--- config.mk ---
export PLATFORM = sky130hd
export DESIGN_NAME = cla_adder_pipe
export DESIGN_NICKNAME = d
export VERILOG_FILES = /design/src/rtl/cla_adder_pipe.sv
export SDC_FILE = /design/constraint.sdc
export NUM_CORES = 1
export LEC_CHECK = 0
export ABC_AREA = 1
export CORE_ASPECT_RATIO = 2
export CORE_MARGIN = 2
export CORE_UTILIZATION = 55
export CTS_CLUSTER_SIZE = 30
export DETAILED_ROUTE_END_ITERATION = 16
export GPL_ROUTABILITY_DRIVEN = 1
export PLACE_DENSITY = 0.84
export SLEW_MARGIN = 20
export SYNTH_ARGS = -nofsm -noshare
export SYNTH_HDL_FRONTEND = slang
export SYNTH_SLANG_ARGS = --single-unit
--- constraint.sdc ---
create_clock -name i_clk -period 4.5 [get_ports i_clk]
set_input_delay 0.9 -clock i_clk [delete_from_list [all_inputs] [get_ports i_clk]]
set_output_delay 0.9 -clock i_clk [all_outputs]
set_load 0.01 [all_outputs]
--- src/rtl/cla_adder_pipe.sv ---
// Two-stage pipelined carry-lookahead adder/subtractor with valid/ready handshake.
// Stage 1 forms bit and group generate/propagate terms; stage 2 resolves carries and flags.
module cla_adder_pipe #(
    parameter int WIDTH = 16,
    parameter int GROUP = 4
) (
    input  logic             i_clk,
    input  logic             i_rst,
    input  logic             i_valid,
    output logic             o_ready,
    input  logic [WIDTH-1:0] i_a,
    input  logic [WIDTH-1:0] i_b,
    input  logic             i_cin,
    input  logic             i_sub,
    output logic             o_valid,
    input  logic             i_ready,
    output logic [WIDTH-1:0] o_sum,
    output logic             o_cout,
    output logic             o_ovf,
    output logic             o_zero
);

    localparam int NG = WIDTH / GROUP;

    // Group generate: ripple the generate term across the group from LSB upwards.
    function automatic logic grp_gen(input logic [GROUP-1:0] g, input logic [GROUP-1:0] p);
        logic acc;
        acc = 1'b0;
        for (int k = 0; k < GROUP; k++) begin
            acc = g[k] | (p[k] & acc);
        end
        return acc;
    endfunction

    function automatic logic grp_prop(input logic [GROUP-1:0] p);
        return &p;
    endfunction

    logic             en_s;
    logic [WIDTH-1:0] b_eff_s;
    logic [WIDTH-1:0] p_s;
    logic [WIDTH-1:0] g_s;
    logic             c0_s;
    logic [NG-1:0]    grp_g_s;
    logic [NG-1:0]    grp_p_s;

    logic             v1_r;
    logic             c0_r;
    logic [WIDTH-1:0] p1_r;
    logic [WIDTH-1:0] g1_r;
    logic [NG-1:0]    grp_g1_r;
    logic [NG-1:0]    grp_p1_r;

    logic [WIDTH-1:0] carry_s;
    logic [WIDTH-1:0] sum_s;
    logic             cout_s;
    logic             ovf_s;
    logic             zero_s;

    logic             v2_r;
    logic [WIDTH-1:0] sum_r;
    logic             cout_r;
    logic             ovf_r;
    logic             zero_r;

    // Both stages advance together whenever the output slot is free or being drained.
    assign en_s    = ~v2_r | i_ready;
    assign o_ready = en_s;

    // Stage 1 combinational: effective operands, bit and group generate/propagate.
    always_comb begin
        if (i_sub) begin
            b_eff_s = ~i_b;
            c0_s    = 1'b1;
        end else begin
            b_eff_s = i_b;
            c0_s    = i_cin;
        end
        p_s     = i_a ^ b_eff_s;
        g_s     = i_a & b_eff_s;
        grp_g_s = '0;
        grp_p_s = '0;
        for (int j = 0; j < NG; j++) begin
            grp_g_s[j] = grp_gen(g_s[j*GROUP +: GROUP], p_s[j*GROUP +: GROUP]);
            grp_p_s[j] = grp_prop(p_s[j*GROUP +: GROUP]);
        end
    end

    // Stage 1 register: captures terms and the carry-in of the accepted operation.
    always_ff @(posedge i_clk or posedge i_rst) begin
        if (i_rst) begin
            v1_r     <= 1'b0;
            c0_r     <= 1'b0;
            p1_r     <= '0;
            g1_r     <= '0;
            grp_g1_r <= '0;
            grp_p1_r <= '0;
        end else if (en_s) begin
            v1_r     <= i_valid;
            c0_r     <= c0_s;
            p1_r     <= p_s;
            g1_r     <= g_s;
            grp_g1_r <= grp_g_s;
            grp_p1_r <= grp_p_s;
        end
    end

    // Stage 2 combinational: lookahead group carries, in-group carries, sum and flags.
    always_comb begin
        logic [NG:0] cg;
        logic        c;
        cg      = '0;
        c       = 1'b0;
        carry_s = '0;
        cg[0]   = c0_r;
        for (int j = 0; j < NG; j++) begin
            cg[j+1] = grp_g1_r[j] | (grp_p1_r[j] & cg[j]);
        end
        for (int j = 0; j < NG; j++) begin
            c = cg[j];
            for (int k = 0; k < GROUP; k++) begin
                carry_s[j*GROUP+k] = c;
                c = g1_r[j*GROUP+k] | (p1_r[j*GROUP+k] & c);
            end
        end
        sum_s  = p1_r ^ carry_s;
        cout_s = cg[NG];
        ovf_s  = carry_s[WIDTH-1] ^ cg[NG];
        zero_s = (sum_s == '0);
    end

    // Stage 2 register: results of bubbles are stored as zero so outputs need no gating logic.
    always_ff @(posedge i_clk or posedge i_rst) begin
        if (i_rst) begin
            v2_r   <= 1'b0;
            sum_r  <= '0;
            cout_r <= 1'b0;
            ovf_r  <= 1'b0;
            zero_r <= 1'b0;
        end else if (en_s) begin
            v2_r   <= v1_r;
            sum_r  <= v1_r ? sum_s  : '0;
            cout_r <= v1_r ? cout_s : 1'b0;
            ovf_r  <= v1_r ? ovf_s  : 1'b0;
            zero_r <= v1_r ? zero_s : 1'b0;
        end
    end

    assign o_valid = v2_r;
    assign o_sum   = sum_r;
    assign o_cout  = cout_r;
    assign o_ovf   = ovf_r;
    assign o_zero  = zero_r;

endmodule

==> flow_summary_export.csv <==
group,metric,value,unit
floorplanning,rows,37,
floorplanning,die_area,6000,sq um
yosys,yosysSeqAreaShare,0.492,
floorplanning,die_x,55.8,um
placed_design,dp_hpwl,4600,um
worst_setup_path,crit_top_cell,"clkdlybuf4s50_1",
yosys,ys_seq_elements,58,
drt,wl_per_cell,14.2,um
worst_setup_path,cp_cell_sequence,"clkdlybuf4s50_1 > inv_1 > nand2_4 > clkdlybuf4s50_1",
flow_run,drv_cap,0,
floorplanning,core-area,5140,sq um
drt,routed_wl,6120,um
clock_tree,h-tree-depth,3,
cells_and_area,fillCellCount,371,
worst_setup_path,criticalPathCategory,"primary input to output pin",
clock_tree,cts_tree,"built",
worst_setup_path,arrival,2.31,ns
worst_setup_path,endpoint_kind,"output pin",
global_routing,grt_pass1_wl,10600,um
clock_tree,postCtsHoldBufs,0,
global_routing,overflow,0,
drt,drtIter0Drc,84,
worst_setup_path,critPathMaxFanout,35,
power,p_leak,1.89,nW
clock_tree,worstSkewPairLatency,0.33,ns
cells_and_area,instances_no_fill,432,
yosys,synth_warnings,0,
clock_tree,ctsRootBufferMaster,"clkbuf_8",
placed_design,gp_congestion,0.817,
sta,rsz0062_at_grt,"false",
clock_tree,clk_pin_slew,0.06,ns
clock_tree,postCtsSetupBuffers,0,
sta,fmax,0.312,GHz
drt,vias,2294,
drt,routed_via_density,5.31,
sta,period_share,0.713,
floorplanning,ios,59,
yosys,synth_nets,378,
floorplanning,die_h,108,um
sta,setup_tns,0,ns
drt,drc_errors,0,
worst_setup_path,start_kind,"primary input",
drt,drtPass1Iterations,4,
clock_tree,clock_path_buffers,2,
sta,setup_viol,0,
worst_hold_path,hp-class,"register to register",
yosys,synth.distinct_cells,25,
outcome,status,"finished, final reports clean",
power,ir_drop,296,uV
cells_and_area,fin_nets,436,
cells_and_area,final_cell_mix,"104 x nand2_1, 58 x dfrtp_1, 58 x clkdlybuf4s50_1, 28 x ha_1, 20 x xor2_1",
worst_setup_path,required,3.60,ns
sta,finalHoldViolCount,0,
clock_tree,cts_resized,0,
sta,worst_pin_slew,0.968,ns
yosys,syn_area,2950,sq um
placed_design,place_inst,417,
clock_tree,cts_made_buffers,9,
worst_setup_path,r2r_cells,14,
placed_design,port_buffers,58,
floorplanning,initial_utilization,0.574,
sta,slew_viol_final,0,
drt,ant_nets,0,
sta,finClkSkew,0.00616,ns
global_routing,grt_pass1_vias,2419,
worst_setup_path,crit_path_max_incr_delay,0.61,ns
yosys,synth_cells,312,
cells_and_area,diodes,0,
clock_tree,cts_num_sinks,58,
sta,whs,0.464,ns
worst_setup_path,cp_slowest_cell,"clkdlybuf4s50_1",
cells_and_area,final_common_cell,"nand2_1",
sta,finalCriticalPeriod,3.21,ns
cells_and_area,fin_util,0.723,
sta,slew_headroom,0.352,
global_routing,grt_max_degree,61,
power,cellPowerDensity,428,nW/um^2
cells_and_area,area_growth,25.8,%
cells_and_area,drive_gt1_frac,0.0989,
power,power,1.59,mW
yosys,synth_area_per_cell,9.46,sq um
global_routing,antenna_found_initial,0,
worst_hold_path,min_path_cells,2,
global_routing,grt_usage,0.232,
-- through the flow --
| stage | setup slack [ns] | instance area (sq um) |
|---|---|---|
| after detailed placement | 1.28 | 3540 |
| after floorplan | 2.09 | 2950 |
| after global routing | 1.19 | 3710 |
| final | 1.29 | 3710 |
| after global placement | 1.30 | 3540 |
| after CTS | 1.28 | 3710 |
-- Yosys cell counts, drive strengths merged --
cell / instances / share of area
clkbuf: 1 / 0.0013
inv: 15 / 0.019
ha: 28 / 0.12
nand3: 7 / 0.012
a21oi: 4 / 0.0068
or2: 8 / 0.017
nand4: 1 / 0.0021
a22o: 10 / 0.030
nor4: 3 / 0.0085
a22oi: 3 / 0.0076
dfrtp: 58 / 0.49
nand2: 113 / 0.15
buf: 11 / 0.022
o221ai: 1 / 0.0030
nor2: 10 / 0.014
xor2: 20 / 0.059
o21ai: 18 / 0.031
a21o: 1 / 0.0025
-- worst max-delay path: cells and delay by family --
family	cells	cell delay, ns
buffers and inverters	3	1.12
AND/OR/NAND/NOR	1	0.28
-- cells by family (layout without fill, tap and decap cells) --
family | after synthesis | count (layout) | synth area share
compound gates | 37 | 37 | 0.0801
simple gates | 142 | 142 | 0.208
buf+inv | 27 | 89 | 0.0424
fa+ha+maj | 28 | 28 | 0.119
flops | 58 | 58 | 0.492
xor+xnor | 20 | 20 | 0.0593
-- path summary, 6_finish.rpt --
check | start | to | slack, ns
setup / recovery | i_ready | o_ready | 1.29
max in group asynchronous | i_rst | g1_r[0] | 2.72
hold / removal | g1_r[9] | g1_r[9] | 0.46
setup reg to reg | c0_r | o_zero | 1.81
min in group asynchronous | i_rst | o_sum[14] | 0.97
hold reg to reg | g1_r[9] | g1_r[9] | 0.46
-- routing by layer --
layer	global-route usage	up-vias	wire length, um
met3	0.0541	17	247
li1	-	1129	-
met1	0.256	1079	2360
met5	0	-	0
met4	0.120	0	173
met2	0.407	69	3340
-- sequential cells by signal, indices dropped and copies added, names as in the netlist, 4 cells and up --
signal,count
g1_r,12
grp_g1_r,4
grp_p1_r,4
o_sum,16
p1_r,16
-- power breakdown --
group / switching, mW / internal, mW / leakage [nW]
logic: 0.250 / 0.241 / 1.06
registers: 0.0610 / 0.622 / 0.734
clock network: 0.193 / 0.224 / 0.0920
-- area by class of cell --
cell class                      instances  area [sq um]  area share
Clock inverter                          3          15.0     0.00404
Clock buffer                           12           155      0.0418
Sequential cell                        58          1450       0.391
Tap cell                               58          72.6      0.0195
Multi-Input combinational cell        227          1380       0.370
Inverter                               15          56.3      0.0152
Timing Repair Buffer                   59           588       0.158
(Power assumes the default switching activity.)
